**config.mk**
```make
export PLATFORM = sky130hd
export DESIGN_NAME = cut_emulator
export DESIGN_NICKNAME = d
export VERILOG_FILES = /design/src/rtl/cut_emulator.sv
export SDC_FILE = /design/constraint.sdc
export NUM_CORES = 1
export LEC_CHECK = 0
export CAP_MARGIN = 15
export CORE_MARGIN = 3
export CORE_UTILIZATION = 58
export CTS_CLUSTER_DIAMETER = 120
export CTS_CLUSTER_SIZE = 12
export DETAILED_ROUTE_END_ITERATION = 10
export PLACE_DENSITY = 0.79
export RECOVER_POWER = 100
export SLEW_MARGIN = 20
export SYNTH_ARGS = -nofsm -noshare
export SYNTH_HDL_FRONTEND = slang
export SYNTH_SLANG_ARGS = --single-unit
```
**constraint.sdc**
```tcl
create_clock -name clock -period 4.8 [get_ports clock]
set_input_delay 0.72 -clock clock [delete_from_list [all_inputs] [get_ports clock]]
set_output_delay 0.72 -clock clock [all_outputs]
set_load 0.03 [all_outputs]
```
**src/rtl/cut_emulator.sv**
```systemverilog
// Chip-under-test emulator: a per-mode transform feeds a LATENCY-deep pipeline, and the
// pipeline output can be overridden by a stuck-at fault mask.
module cut_emulator #(
  parameter int              WIDTH   = 24,
  parameter int              LATENCY = 1,
  parameter logic [WIDTH-1:0] POLY   = 24'hE10000,
  parameter logic [WIDTH-1:0] SEED   = 24'h000001,
  localparam int             SW      = $clog2(WIDTH),
  localparam int             FW      = $clog2(LATENCY + 1)
) (
  input  logic             clock,
  input  logic             reset,
  input  logic             enable,
  input  logic [2:0]       mode,
  input  logic [SW-1:0]    shamt,
  input  logic             fault_en,
  input  logic [WIDTH-1:0] fault_mask,
  input  logic [WIDTH-1:0] fault_val,
  input  logic [WIDTH-1:0] mosi_data,
  output logic [WIDTH-1:0] miso_data,
  output logic             miso_valid
);

  typedef enum logic [2:0] {
    M_PASS = 3'd0, M_SHL = 3'd1, M_ROL = 3'd2, M_INV = 3'd3,
    M_ACC  = 3'd4, M_CNT = 3'd5, M_LFSR = 3'd6, M_XPV = 3'd7
  } mode_e;

  mode_e            mode_q, mode_d;
  logic [FW-1:0]    fill_q, fill_d;
  logic [WIDTH-1:0] acc_q, acc_d, cnt_q, cnt_d, lfsr_q, lfsr_d, prev_q, prev_d;
  logic [WIDTH-1:0] pipe_q [LATENCY];
  logic [WIDTH-1:0] pipe_d [LATENCY];

  logic                 chg_s;
  logic [WIDTH-1:0]     acc_e_s, cnt_e_s, lfsr_e_s, prev_e_s, f_s;
  logic [2*WIDTH-1:0]   rot_s;
  logic [SW-1:0]        rot_amt_s;

  function automatic logic [WIDTH-1:0] lfsr_step(input logic [WIDTH-1:0] x);
    lfsr_step = x[0] ? ((x >> 1) ^ POLY) : (x >> 1);
  endfunction

  // Next-state: stage-0 function, mode-change restart, fill counter and pipeline shift.
  always_comb begin
    mode_d    = mode_q;
    fill_d    = fill_q;
    acc_d     = acc_q;
    cnt_d     = cnt_q;
    lfsr_d    = lfsr_q;
    prev_d    = prev_q;
    pipe_d    = pipe_q;
    f_s       = {WIDTH{1'b0}};
    rot_amt_s = SW'(int'(shamt) % WIDTH);
    rot_s     = {mosi_data, mosi_data} << rot_amt_s;
    chg_s     = enable && (mode != mode_q);
    // A mode change restarts the mode state and the restarted value feeds this cycle's f.
    acc_e_s   = chg_s ? {WIDTH{1'b0}} : acc_q;
    cnt_e_s   = chg_s ? {WIDTH{1'b0}} : cnt_q;
    prev_e_s  = chg_s ? {WIDTH{1'b0}} : prev_q;
    lfsr_e_s  = (chg_s || (lfsr_q == {WIDTH{1'b0}})) ? SEED : lfsr_q;
    if (enable) begin
      mode_d = mode_e'(mode);
      if (chg_s) begin
        fill_d = FW'(1);
      end else if (fill_q == FW'(LATENCY)) begin
        fill_d = fill_q;
      end else begin
        fill_d = fill_q + FW'(1);
      end
      acc_d  = acc_e_s;
      cnt_d  = cnt_e_s;
      lfsr_d = lfsr_e_s;
      prev_d = prev_e_s;
      case (mode_e'(mode))
        M_PASS: f_s = mosi_data;
        M_SHL:  f_s = (int'(shamt) >= WIDTH) ? {WIDTH{1'b0}} : (mosi_data << shamt);
        M_ROL:  f_s = rot_s[2*WIDTH-1:WIDTH];
        M_INV:  f_s = ~mosi_data;
        M_ACC: begin
          acc_d = acc_e_s + mosi_data;
          f_s   = acc_d;
        end
        M_CNT: begin
          f_s   = cnt_e_s;
          cnt_d = cnt_e_s + {{(WIDTH-1){1'b0}}, 1'b1};
        end
        M_LFSR: begin
          f_s    = lfsr_e_s;
          lfsr_d = lfsr_step(lfsr_e_s);
        end
        M_XPV: begin
          f_s    = mosi_data ^ prev_e_s;
          prev_d = mosi_data;
        end
        default: f_s = mosi_data;
      endcase
      pipe_d[0] = f_s;
      for (int i = 1; i < LATENCY; i++) begin
        pipe_d[i] = pipe_q[i-1];
      end
    end else begin
      pipe_d = pipe_q;
    end
  end

  // State registers with synchronous reset that overrides enable.
  always_ff @(posedge clock) begin
    if (reset) begin
      mode_q <= M_PASS;
      fill_q <= {FW{1'b0}};
      acc_q  <= {WIDTH{1'b0}};
      cnt_q  <= {WIDTH{1'b0}};
      lfsr_q <= SEED;
      prev_q <= {WIDTH{1'b0}};
      for (int i = 0; i < LATENCY; i++) begin
        pipe_q[i] <= {WIDTH{1'b0}};
      end
    end else begin
      mode_q <= mode_d;
      fill_q <= fill_d;
      acc_q  <= acc_d;
      cnt_q  <= cnt_d;
      lfsr_q <= lfsr_d;
      prev_q <= prev_d;
      pipe_q <= pipe_d;
    end
  end

  assign miso_data  = fault_en ? ((pipe_q[LATENCY-1] & ~fault_mask) | (fault_val & fault_mask))
                               : pipe_q[LATENCY-1];
  assign miso_valid = (fill_q == FW'(LATENCY));

endmodule

```
=== Word level (Yosys, flattened, before mapping) ===
Cells that the tools add are included.

* Register bits: 124
* Output and inout bits: 25

* Shift-type cells: 2
* Multiplexer cells: 14
* Magnitude comparators: 1
* Equality and inequality tests: 8
* Divide/modulo/power cells: 1
* Add/subtract/negate cells: 3
* Bitwise logic cells: 7
* Reductions and logical operators: 4

{| class="wikitable"
|+ Operators by type and width
! operator !! number
|-
| $mux W24 || 11
|-
| $pmux W24 S8 || 1
|-
| $and A24 B24 Y24 || 2
|-
| $not A24 Y24 || 2
|-
| $shl A48 B5 Y48 || 1
|-
| $mod A6 B6 Y32 const B || 1
|-
| $add A24 B1 Y24 const B || 1
|-
| $add A24 B24 Y24 || 1
|-
| $logic_not A24 Y1 || 1
|-
| $or A24 B24 Y24 || 1
|-
| $shl A24 B5 Y24 || 1
|-
| $xor A24 B24 Y24 || 1
|-
| $eq A3 B3 Y1 const B || 4
|-
| $eq A3 B2 Y1 const B || 2
|-
| $ge A5 B5 Y1 const B || 1
|-
| $not A3 Y4 || 1
|-
| $eq A3 B1 Y1 const B || 1
|-
| $logic_not A3 Y1 || 1
|-
| $ne A3 B3 Y1 || 1
|-
| $mux W1 || 2
|-
| $add A1 B1 Y1 const B || 1
|-
| $logic_and A1 B1 Y1 || 1
|-
| $logic_or A1 B1 Y1 || 1
|}

=== Logic depth before layout (Yosys ltp) ===
* Depth after elaboration: 7
* Mapped depth: 18
* Depth with buffers taken out: 13

=== Worst setup path before layout ===
Ideal clock, no wire load.

* Kind: input to register
* From: input mode[1]
* To: register pipe_q[23] (netlist bit)
* Buffers on the path: 5
* Data required time: 4.665 ns
* Setup slack: 0.588 ns
* Library setup time: 0.135 ns
* Arrival: 4.077 ns
* Cell stages on the path: 17
* Cells stage by stage: buf_2 -> xor2_2 -> o31ai_4 -> buf_6 -> buf_2 -> clkbuf_1 -> clkbuf_1 -> and2_1 -> ha_1 -> nand4_1 -> or2_2 -> a31o_1 -> o211ai_4 -> a31oi_1 -> a22oi_1 -> mux2i_1 -> o31ai_1

* Cells in the longest elaborated chain, start to end: 5
* Elaborated cells between the ends (all ways): 18
* Classes of those cells: add/sub: 1; eq/ne: 8; mux: 5; bitwise: 1; reduce/logical: 3

{| class="wikitable"
|+ RTL lines
! element !! RTL line !! RTL
|-
| start: declaration || 14 || <nowiki>input logic [2:0] mode,</nowiki>
|-
| $ne A3 B3 Y1 || 56 || <nowiki>chg_s = enable && (mode != mode_q);</nowiki>
|-
| $logic_and A1 B1 Y1 || 56 ||
|-
| $mux W24, or another cell as far along || 58 || <nowiki>acc_e_s = chg_s ? {WIDTH{1'b0}} : acc_q;</nowiki>
|-
| $add A24 B24 Y24, or another cell as far along || 81 || <nowiki>acc_d = acc_e_s + mosi_data;</nowiki>
|-
| $pmux W24 S8 * || 75 || <nowiki>case (mode_e'(mode))</nowiki>
|-
| end signal: indexed assignment || 117 || <nowiki>pipe_q[i] <= {WIDTH{1'b0}};</nowiki>
|-
| end signal: assignment || 126 || <nowiki>pipe_q <= pipe_d;</nowiki>
|-
| end: declaration || 32 || <nowiki>logic [WIDTH-1:0] pipe_q [LATENCY];</nowiki>
|}

Every way passes the cells marked *; elsewhere a longest branch is shown, timed or not.
A chain may end at the register's enable or synchronous reset.

=== Final worst setup path ===
* From: input mode[2]
* To: register pipe_q[9] (netlist bit)

Same word-level chain as after synthesis.

==> run metrics <==
Setup TNS Final=0 ns; initial DRC count=1716; worst-margin pin slew=1.10 ns; ranking of synthesized cells by area=dfxtp_1 25%, nor2_1 6.9%, nand2_1 6.1%, mux4_2 4.7%, xor2_1 4.1%; final non-filler cell total=1591; Max Slew Vio Count=0; number of synthesized flops with an enable pin=0; core footprint=16800 um^2; post-route cell area=11800 um^2; CTS tree=built; post-synth top area share=24.6%; DR DRC count=0; GRT Overall Usage=40.8%; port buffer count=108; cts hold-fix bufs=0; # diodes=0; Max-Cap Viols=0; Fmax=234 MHz; maximum vdd drop=0.264 mV; critical path arrival=4.60 ns; GRT overflow=0; Starting Density=60.0%; power per cell area=278 nW/um^2; worst clock skew=0.00764 ns; # setup viols final=0; dpl cells=1559; fin crit share=89.2%; # rows=47; Post-DP Area=11300 um^2; Routed WL=39900 um; antenna-violating nets left=0; CP max stage delay=0.56 ns; Max Fanout on Critical Path=10; global-route wire length before repair=58300 um; Num CTS Buffers=17; GP Congestion=1.11; die area=19000 um^2; CTS resizes=0; gate family responsible for the most delay along the worst path=compound AO/OA/AOI/OAI gates; syn avg cell area=7.87 um^2; R2R Setup Slk=1.00 ns; antenna violations before repair=0; slew margin rel.=25.6%; most frequent cell after synthesis=nor2_1; Num Clock Sinks=124; Leakage=4.37 nW; Core Util, Final=70.2%; CP bufs+invs=2; RSZ-0062 raised after global routing=no; Detail Placement HPWL=28900 um; vias per cell=6.91; register area share after synthesis=24.6%; clk root buf=clkbuf_16; clk buf depth=2; crit path cell chain=dlygate4sd3_1, xor2_1, o31ai_4, clkbuf_1, and2_1, ha_1, a211oi_1, o21ai_0, a41oi_1, o21ai_0, xor2_1, a221oi_1, a2111oi_1; clock-pin transition on the worst setup and hold timing paths=0.06 ns; via count=11000; Post-Syn Area=10100 um^2; status=completed; syn nets=1391; cell taking the most area after synthesis=dfxtp_1; Final Hold Fails=0; fraction of registers with async set/reset=0%; clk_lat worst skew=0.44 ns; Yosys cell types=95; die height=138 um; Wirelength per Cell=25.1 um; Worst setup EP type=flip-flop; layout cell share with drive strength beyond 1=11.9%; H-tree depth=4; startpoint types=input port; Pre-Repair DR Iteration Count=8; type of the worst min-delay path=flip-flop to flip-flop; min cycle time layout=4.28 ns; layout net count=1467; area grow syn2layout=16.9%; vias in the first global route=9923; main flop type after synthesis=dfxtp_1; Post-CTS Setup Bufs=0; CP Class=input port to flip-flop; Mapped Cells=1282; worst path required time=5.12 ns; Commonest cells post-synth=186 x nor2_1, 164 x nand2_1, 124 x dfxtp_1; Synth warnings=0; Slowest cell on crit path=dlygate4sd3_1; Die X=138 um; FF+latch count, synth=124; I/O pin cnt=109; largest net degree at the start of global routing=75
metrics by stage:
stage               power, mW  setup slack, ns  hold WS, ns
floorplan                1.60            0.588        0.415
global placement         1.91            0.591        0.429
detailed placement       1.92            0.476        0.433
CTS                      3.26            0.880        0.443
global route             3.34            0.316        0.463
finish                   3.28            0.518        0.445
worst register-to-register path, cell delays in order, from the launching register on:
cell and delay, ns:
dfxtp_1 0.34, xor2_1 0.22, o31ai_4 0.33, clkbuf_1 0.35
and2_1 0.24, ha_1 0.27, a211oi_1 0.38, o21ai_0 0.20
a41oi_1 0.41, o21ai_0 0.16, xor2_1 0.33, a221oi_1 0.14
a2111oi_1 0.31
final timing paths:
kind	cells past startpoint	end	startpoint
max	13	pipe_q[9]	mode[2]
min	2	acc_q[22]	acc_q[22]
max reg2reg	12	pipe_q[9]	mode_q[2]
min reg2reg	2	acc_q[22]	acc_q[22]
where the power goes:
group	leakage [nW]	internal, mW	switching (mW)
clock	0.292	0.824	0.535
sequential	1.01	1.05	0.0235
combinational	3.07	0.310	0.530
area by class of cell:
class	count	area, um^2
Clock buffer	21	480
Inverter	16	60.1
Multi-Input combinational cell	1047	6990
Timing Repair Buffer	152	1380
Sequential cell	124	2480
Clock inverter	11	131
Tap cell	220	275
Fill cell	1397	5020
cell usage in the layout (no fill, tap or decap), drive strengths merged, types with 22 or more instances in the layout:
master	n
nor2	189
mux4	22
buf	38
a21oi	58
ha	24
o21ai	92
a22oi	53
mux2i	30
clkdlybuf4s50	79
xor2	50
dlygate4sd3	26
nand2	165
and2	28
mux2	34
dfxtp	124
clkbuf	30
a211oi	23
nand3	23
layer usage:
metal  global-route usage [%]  vias up  wire length (um)  part of all wire [%]
li1                         -     4855                 -                     -
met1                     53.6     5110             15100                    38
met2                     59.2      838             16800                    42
met3                     13.1      198              5430                    14
met4                     22.7        0              2600                   6.5
met5                        0        -                 0                     0
cells by family (layout without fill, tap and decap cells):
kind of cell,Yosys count,in the layout,synth area share [%]
simple gates,504,504,22.9
compound gates,362,362,25.7
flops,124,124,24.6
buf+inv,111,200,5.22
mux,86,86,11.8
xor+xnor,70,70,6.60
fa+ha+maj,25,25,3.17
state kept, by name, indices dropped and copies added (netlist names):
| register | count |
|---|---|
| acc_q | 24 |
| cnt_q | 24 |
| lfsr_q | 24 |
| pipe_q | 24 |
| prev_q | 24 |
| mode_q | 3 |
| miso_valid | 1 |
(Power assumes the default switching activity.)
